==> src/rtl/cc_cond_unit.sv <==
// Condition-code register and jXX/cmovXX condition evaluator for the SEQ execute stage.
// CC captures ALU flags on OPq; cnd is evaluated from the committed (pre-update) CC.
module cc_cond_unit #(
  parameter logic [2:0] CC_RESET = 3'b100,
  parameter logic [3:0] IOPQ     = 4'h6,
  parameter logic [3:0] IJXX     = 4'h7,
  parameter logic [3:0] IRRMOVQ  = 4'h2
) (
  input  logic       clk,
  input  logic       rst,
  input  logic [3:0] icode,
  input  logic [3:0] ifun,
  input  logic [2:0] new_cc,
  input  logic       stall,
  input  logic       suppress,
  output logic [2:0] cc,
  output logic       cnd,
  output logic       cnd_err
);

  logic [2:0] cc_q;
  logic [2:0] cc_d;
  logic       zf;
  logic       sf;
  logic       of;
  logic       lt;
  logic       is_cond;

  // new_cc is only looked at on a committed OPq, so junk flags elsewhere never reach cc_q
  always_comb begin
    cc_d = cc_q;
    if (!stall && !suppress && (icode == IOPQ)) begin
      cc_d = new_cc;
    end
  end

  always_ff @(posedge clk) begin
    if (rst) begin
      cc_q <= CC_RESET;
    end else begin
      cc_q <= cc_d;
    end
  end

  assign cc      = cc_q;
  assign zf      = cc_q[2];
  assign sf      = cc_q[1];
  assign of      = cc_q[0];
  assign lt      = sf ^ of;
  assign is_cond = (icode == IJXX) || (icode == IRRMOVQ);

  always_comb begin
    cnd     = 1'b0;
    cnd_err = 1'b0;
    if (is_cond) begin
      case (ifun)
        4'd0:    cnd = 1'b1;
        4'd1:    cnd = lt | zf;
        4'd2:    cnd = lt;
        4'd3:    cnd = zf;
        4'd4:    cnd = ~zf;
        4'd5:    cnd = ~lt;
        4'd6:    cnd = ~lt & ~zf;
        default: cnd_err = 1'b1;
      endcase
    end
  end

endmodule
==> config.mk <==
export PLATFORM = sky130hd
export DESIGN_NAME = cc_cond_unit
export DESIGN_NICKNAME = d
export VERILOG_FILES = /design/src/rtl/cc_cond_unit.sv
export SDC_FILE = /design/constraint.sdc
export NUM_CORES = 1
export LEC_CHECK = 0
export ABC_AREA = 0
export BUFFER_PORTS_ARGS = -buffer_cell sky130_fd_sc_hd__buf_4
export CAP_MARGIN = 20
export CELL_PAD_IN_SITES_DETAIL_PLACEMENT = 1
export CELL_PAD_IN_SITES_GLOBAL_PLACEMENT = 1
export CORE_AREA = 2 2 39 41
export DETAILED_ROUTE_END_ITERATION = 16
export DIE_AREA = 0 0 41 43
export PLACE_DENSITY = 0.63
export SYNTH_ARGS = -nofsm -noshare
export SYNTH_HDL_FRONTEND = slang
export SYNTH_SLANG_ARGS = --single-unit
==> constraint.sdc <==
create_clock -name clk -period 1 [get_ports clk]
set_input_delay 0.1 -clock clk [delete_from_list [all_inputs] [get_ports clk]]
set_output_delay 0.1 -clock clk [all_outputs]
set_load 0.01 [all_outputs]
==> results of run 1 <==
==> power by group through the flow <==
stage	Combinational, mW	Clock [mW]	Sequential (mW)
2_1_floorplan	0.0288	0	0.125
3_3_place_gp	0.0921	0	0.124
3_5_place_dp	0.0928	0	0.124
4_1_cts	0.0963	0.223	0.123
5_1_grt	0.103	0.227	0.123
6_report	0.0950	0.210	0.122
==> cell usage after synthesis (all sizes together) <==
cell type,instances,area (µm²)
o21ai,1,5.00
or2b,1,7.51
nor2,3,11.3
nor2b,1,6.26
a311oi,1,8.76
o21bai,1,7.51
mux2i,2,20.0
nor4b,1,23.8
a31oi,1,6.26
and3,1,6.26
dfxtp,3,60.1
a32oi,1,8.76
inv,1,3.75
a21oi,1,5.00
a211o,1,8.76
nand2,3,13.8
nor3b,1,12.5
xnor2,2,17.5
and2b,1,8.76
==> final timing paths <==
check,from,cells past startpoint,endpoint,slack [ns]
worst min register to register,cc[2]$_SDFFE_PP1P_,2,cc[2]$_SDFFE_PP1P_,0.60
worst max register to register,cc[2]$_SDFFE_PP1P_,2,cc[2]$_SDFFE_PP1P_,0.19
worst max-delay path,cc[1]$_SDFFE_PP0P_,5,cnd,-0.41
worst min-delay path,rst,2,cc[1]$_SDFFE_PP0P_,0.03
==> layer usage <==
layer  part of all wire  GRT usage
met4                  0     0.0600
met5                  0          0
met3              0.090     0.0157
met1               0.40     0.0927
met2               0.51      0.153
==> what timing repair did <==
item	in CTS	in global routing
pin swaps	4	0
resized for setup	2	0
setup endpoints to repair	1	1
==> cell type report <==
type / count / area (µm²) / share of cell area
Multi-Input combinational cell: 23 / 191 / 0.408
Timing Repair Buffer: 22 / 165 / 0.352
Sequential cell: 3 / 62.6 / 0.133
Clock buffer: 4 / 26.3 / 0.0560
Tap cell: 16 / 20.0 / 0.0427
Inverter: 1 / 3.75 / 0.00800
==> cell usage in the layout, fill, tap and decap left out, types with 2 or more instances in the layout <==
cell type / netlist / routed
nand2_1: 2 / 2
buf_4: 0 / 22
nor2_1: 3 / 3
mux2i_1: 2 / 2
dfxtp_2: 0 / 2
clkbuf_4: 0 / 3
==> cells by family after synthesis <==
kind of cell / count (synthesis) / share of synthesized area
buf+inv: 1 / 0.0155
flops: 3 / 0.249
xor+xnor: 2 / 0.0726
simple gates: 12 / 0.373
compound gates: 7 / 0.207
mux: 2 / 0.0829
==> critical path, delay by kind of cell (launching register included) <==
kind | cells | cell delay [ns]
buffers and inverters | 1 | 0.14
XOR/XNOR | 1 | 0.14
flip-flops | 1 | 0.32
AO/OA/AOI/OAI | 2 | 0.31
AND/OR/NAND/NOR | 1 | 0.16
==> through the flow <==
| stage | cells | power (mW) | utilization | setup slack (ns) | area (µm²) |
|---|---|---|---|---|---|
| floorplan | 27 | 0.154 | - | -0.146 | 244 |
| global placement | 65 | 0.216 | 0.310 | -0.204 | 429 |
| detailed placement | 65 | 0.217 | 0.310 | -0.277 | 429 |
| CTS | 69 | 0.442 | 0.339 | -0.451 | 469 |
| global route | 69 | 0.453 | 0.339 | -0.501 | 469 |
| finish | 69 | 0.427 | 0.339 | -0.414 | 469 |
==> results.rst, run 1 <==
.. list-table::
   :header-rows: 1

   * - Metric
     - Value
   * - Run status
     - complete, but fails checks
   * - Violations in the final reports
     - negative setup slack
   * - Count of buffers inserted at the top-level ports
     - 19
   * - Drt pass-1 iters
     - 4
   * - Clock latency of the later-clocked register in the worst-skew pair
     - between 0.2 and 0.25 ns
   * - Clk buf depth
     - 2
   * - Layout Area Growth over Synthesis
     - 94.3%
   * - Worst Path Class, Setup
     - reg2out
   * - Num CTS Buffers
     - 3
   * - Startpoint type of the worst setup path
     - flip-flop
   * - Die ar.
     - about 1800 µm²
   * - Number of vias after detailed routing
     - approximately 300
   * - Wirelength, routed
     - around 650 µm
   * - Clock network fraction of design power
     - 0.491
   * - Areal power density over the cells
     - about 910 nW/µm²
   * - Die Y
     - 43 µm
   * - Sink count of the clock tree
     - 3
   * - Post-route clock period utilization
     - 1.41
   * - Data required time at the worst endpoint
     - about 0.9 ns
   * - Switching portion of total power
     - 0.229
   * - Root buffer cell
     - clkbuf_4
   * - Sequential power share
     - 0.287
   * - Smallest hold slack
     - 0.0337 ns
   * - Count of cell types in the netlist
     - 20
   * - Standby leakage power
     - between 0.2 and 0.25 nW
   * - Mean area per synthesized cell
     - 8.94 µm²
   * - Slowest cell on crit path
     - dfxtp_2
   * - GP Congestion
     - around 0.62
   * - Count of nets after finishing
     - between 60 and 70
   * - Maximum VDD drop
     - about 0.47 mV
   * - Initial antenna violation count
     - 0
   * - Critical Path End Type
     - output pin
   * - Buffer count from post-CTS setup fixing
     - 0
   * - Pin count of the biggest net entering global routing
     - 6
   * - All-layer global routing usage
     - 0.0902
   * - Path class of the lowest-slack min-delay path
     - in2reg
   * - Sum of negative setup slack
     - -0.414 ns
   * - Share of final-layout standard cells stronger than drive strength 1
     - 0.623
   * - DRC violation total after the first TritonRoute iteration
     - 2
   * - Number of vias per cell after detailed routing
     - about 4.3
   * - # fillers
     - 174
   * - Wire length of the first global-routing pass
     - between 1 and 1.5 mm
   * - CTS clock-pin slew for the worst setup and hold paths
     - 0.04 ns
   * - Ant. Diodes
     - 0
   * - Number of nets with antenna violations after detailed routing
     - 0
   * - Final hold violation count
     - 0
   * - Die Wd
     - around 40 µm
   * - Worst Skew
     - 0 ns
   * - Via count of the first global-routing pass
     - 333
   * - Number of hold buffers added after cts
     - 0
   * - Routed len/inst
     - around 9.5 µm
   * - Max_slew headroom
     - 0.846
   * - Std-Cell Core Area
     - about 1400 µm²
   * - Number of remaining DRC errors
     - 0
   * - Number of pins with negative max-slew slack in the final report
     - 0
   * - Largest incremental delay on the critical path
     - 0.32 ns
   * - Crit-path max FO
     - 3
   * - Worst-Margin Slew
     - roughly 0.23 ns
   * - Setup repair after global routing missed its margin
     - yes
   * - Placed wire-length estimate after detailed placement
     - between 500 and 600 µm
   * - Number of top-level design ports
     - 20
   * - Count of mapped cells out of synthesis
     - 27
   * - Number of warnings reported in the yosys synthesis log
     - 0
   * - Starting utilization of the core area
     - 0.175
   * - Total global routing overflow
     - 0
   * - Signal arrival time at the worst endpoint
     - approximately 1.3 ns
   * - Internal
     - approximately 0.33 mW
   * - Critical-path cell list
     - xnor2_2 > a311oi_2 > a32oi_1 > nor3b_2 > buf_4
   * - Syn_nets
     - 42
   * - Total net switching power
     - 0.0977 mW
   * - Maximum achievable frequency
     - 707 MHz
   * - Placement row count
     - 14
   * - Number of flip-flops in the largest register
     - 3
   * - CTS H-tree depth
     - 1
   * - Seq cells post-synth
     - 3
   * - Post-synthesis instance area
     - roughly 240 µm²
   * - # setup viols final
     - 1
   * - Number of max-capacitance violations reported
     - 0
   * - Minimum clock period after layout
     - 1.41 ns
   * - Minimum setup slack in the final design
     - -0.414 ns
   * - CTS tree
     - built
   * - Gate power share
     - 0.222
   * - Seq/Total Area, Yosys
     - 0.249
(Power assumes the default switching activity.)
==> run 2, diff against run 1 <==
--- a/config.mk
+++ b/config.mk
@@ -13,7 +13,7 @@
 export CORE_AREA = 2 2 39 41
 export DETAILED_ROUTE_END_ITERATION = 16
 export DIE_AREA = 0 0 41 43
-export PLACE_DENSITY = 0.63
+export PLACE_DENSITY = 0.6
 export SYNTH_ARGS = -nofsm -noshare
 export SYNTH_HDL_FRONTEND = slang
 export SYNTH_SLANG_ARGS = --single-unit
==> constraint.sdc (replaced) <==
create_clock -name clk -period 1.75 [get_ports clk]
set_input_delay 0.175 -clock clk [delete_from_list [all_inputs] [get_ports clk]]
set_output_delay 0.175 -clock clk [all_outputs]
set_load 0.01 [all_outputs]
==> run 2 against run 1 <==
Sequential share of layout area increased by 0.62 points. Power shrank 44%. Clock skew unchanged. Sequential cell count is the same. Core utilization fell by 2.8 points. Cell count decreased by 4.3%. Clock power is 43% lower. Global-route usage up 1.2 points. Critical path depth unchanged. The flow now finishes without violations.
==> results.rst, run 2 (synthesis gave the netlist of run 1 again) <==
.. list-table::
   :header-rows: 1

   * - Metric
     - Value
   * - Number of vias per cell after detailed routing
     - ~4.4
   * - Run status
     - completed
   * - Maximum achievable frequency
     - ~640 MHz
   * - Buffer count from post-CTS setup fixing
     - 0
   * - Placement-stage worst setup slack
     - 0.391 ns
   * - Die Y
     - between 40 and 50 µm
   * - Critical path buffers and inverters
     - 1
   * - Number of pins with negative max-slew slack in the final report
     - 0
   * - Hold Path End
     - cc[0]$_SDFFE_PP0P_
   * - M1 wire length
     - between 200 and 300 µm
   * - Count of cells resized by post-cts repair
     - 0
   * - Count of nets after finishing
     - 66
   * - Layout Area Growth over Synthesis
     - 78.2%
   * - Root buffer cell
     - clkbuf_4
   * - Tot Pwr
     - 0.240 mW
   * - Sink count of the clock tree
     - 3
   * - Final hold violation count
     - 0
   * - Worst-Margin Slew
     - 0.246 ns
   * - Reg-to-reg slack, setup
     - around 1.1 ns
   * - Internal
     - ~0.19 mW
   * - Number of nets with antenna violations after detailed routing
     - 0
   * - Critical Path End Type
     - output pin
   * - Number of hold buffers added after cts
     - 0
   * - Max_slew headroom
     - 0.835
   * - Num CTS Buffers
     - 3
   * - Most frequent cells in the layout
     - buf_4, nor2_1, dfxtp_1, clkbuf_4
   * - Wirelength, routed
     - between 600 and 700 µm
   * - CP top delay family
     - compound AO/OA/AOI/OAI gates
   * - Minimum clock period after layout
     - 1.57 ns
   * - Top layer used by detailed routing
     - met4
   * - Crit-path max FO
     - 3
   * - Hold wc startpoint
     - rst
   * - CTS H-tree depth
     - 1
   * - Total net switching power
     - 0.0536 mW
   * - Post-route clock period utilization
     - 0.899
   * - Starting utilization of the core area
     - 0.175
   * - Startpoint type of the worst setup path
     - flip-flop
   * - Worst Path Class, Setup
     - reg2out
   * - Area taken by multi-input logic gates
     - 178 µm²
   * - Switching portion of total power
     - 0.223
   * - Worst Skew
     - 0 ns
   * - Minimum setup slack in the final design
     - approximately 0.18 ns
   * - Pin count of the biggest net entering global routing
     - 6
   * - Metal2 WL
     - 310 µm
   * - Via count of the first global-routing pass
     - approximately 290
   * - Critical R2R Capture
     - cc[2]$_SDFFE_PP1P_
   * - Largest incremental delay on the critical path
     - approximately 0.32 ns
   * - Startpoint of the worst-slack reg-to-reg timing path
     - cc[2]$_SDFFE_PP1P_
   * - Die ar.
     - between 1500 and 2000 µm²
   * - Worst setup startpoint
     - cc[1]$_SDFFE_PP0P_
   * - Standby leakage power
     - 0.208 nW
   * - Hold Path Stages
     - 2
   * - Clk buf depth
     - 2
   * - CTS tree
     - built
   * - Drt pass-1 iters
     - 2
   * - Commonest non-fill, non-tap cell in the layout
     - buf_4
   * - Initial antenna violation count
     - 0
   * - Slowest cell on crit path
     - dfxtp_1
   * - DRC violation total after the first TritonRoute iteration
     - 1
   * - Area taken by flip-flops and latches
     - roughly 60 µm²
   * - Path class of the lowest-slack min-delay path
     - in2reg
   * - All-layer global routing usage
     - 0.102
   * - Placement row count
     - 14
   * - Gate power share
     - 0.214
   * - Total global routing overflow
     - 0
   * - Layout Utilization
     - 0.311
   * - Signal arrival time at the worst endpoint
     - around 1.4 ns
   * - Die Wd
     - a little over 40 µm
   * - Maximum VDD drop
     - between 0.2 and 0.3 mV
   * - Sequential power share
     - 0.292
   * - Wire length of the first global-routing pass
     - around 1.2 mm
   * - Number of max-capacitance violations reported
     - 0
   * - Clock network fraction of design power
     - 0.495
   * - Clock latency of the later-clocked register in the worst-skew pair
     - between 0.2 and 0.25 ns
   * - Met3 routed wirelength
     - ~67 µm
   * - Number of top-level design ports
     - 20
   * - Critical-path cell list
     - xnor2_1 > a311oi_1 > a32oi_1 > nor3b_2 > buf_4
   * - Ant. Diodes
     - 0
   * - Sum of negative setup slack
     - 0 ns
   * - Number of vias after detailed routing
     - just under 300
   * - GP Congestion
     - around 0.6
   * - Setup repair after global routing missed its margin
     - no
   * - Count of buffers inserted at the top-level ports
     - 19
   * - Number of flip-flops in the largest register
     - 3
   * - Worst r2r path cells
     - 1
   * - Data required time at the worst endpoint
     - around 1.6 ns
   * - Routed len/inst
     - roughly 10 µm
   * - Std-Cell Core Area
     - 1380 µm²
   * - Share of final-layout standard cells stronger than drive strength 1
     - 0.520
   * - Areal power density over the cells
     - ~560 nW/µm²
   * - # setup viols final
     - 0
   * - # fillers
     - roughly 170
   * - CTS clock-pin slew for the worst setup and hold paths
     - approximately 0.030 ns
   * - Number of remaining DRC errors
     - 0
-- run 2: cell types whose count changed in the layout (fill, tap and decap cells not counted), sizes merged --
cell and change:
buf -3
-- run 2: power by group through the flow --
stage | logic, mW | clock network, mW | registers, mW
after CTS | 0.0524 | 0.128 | 0.0700
after floorplan | 0.0165 | 0 | 0.0713
after global placement | 0.0520 | 0 | 0.0711
after detailed placement | 0.0522 | 0 | 0.0711
after global routing | 0.0567 | 0.131 | 0.0701
final | 0.0513 | 0.119 | 0.0701
-- run 2: area by class of cell --
type                    count  share of cell area
flip-flops and latches      3               0.140
inverters                   1             0.00872
repair buffers             19               0.331
well taps                  16              0.0465
multi-input cells          23               0.413
clock buffers               4              0.0610
-- run 2: metal layers --
layer / global-route usage / vias to the layer above
met3: 0.0419 / 2
li1: - / 146
met2: 0.138 / 14
met1: 0.112 / 131
met4: 0.100 / 0
met5: 0 / -
-- run 2: how the worst max path moves through the flow --
stage	slack, ns	cells after the start	endpoint
3_5_place_dp	0.39	5	cnd
6_report	0.18	5	cnd
5_1_grt	0.04	5	cnd
2_1_floorplan	0.51	4	cnd
3_3_place_gp	0.45	5	cnd
4_1_cts	0.13	5	cnd
-- run 2: per-stage QoR --
step | cell area [µm²] | std cells | hold slack [ns]
4_1_cts | 430 | 66 | 0.114
3_3_place_gp | 404 | 62 | 0.361
2_1_floorplan | 241 | 27 | 0.247
5_1_grt | 430 | 66 | 0.125
3_5_place_dp | 404 | 62 | 0.361
6_report | 430 | 66 | 0.122
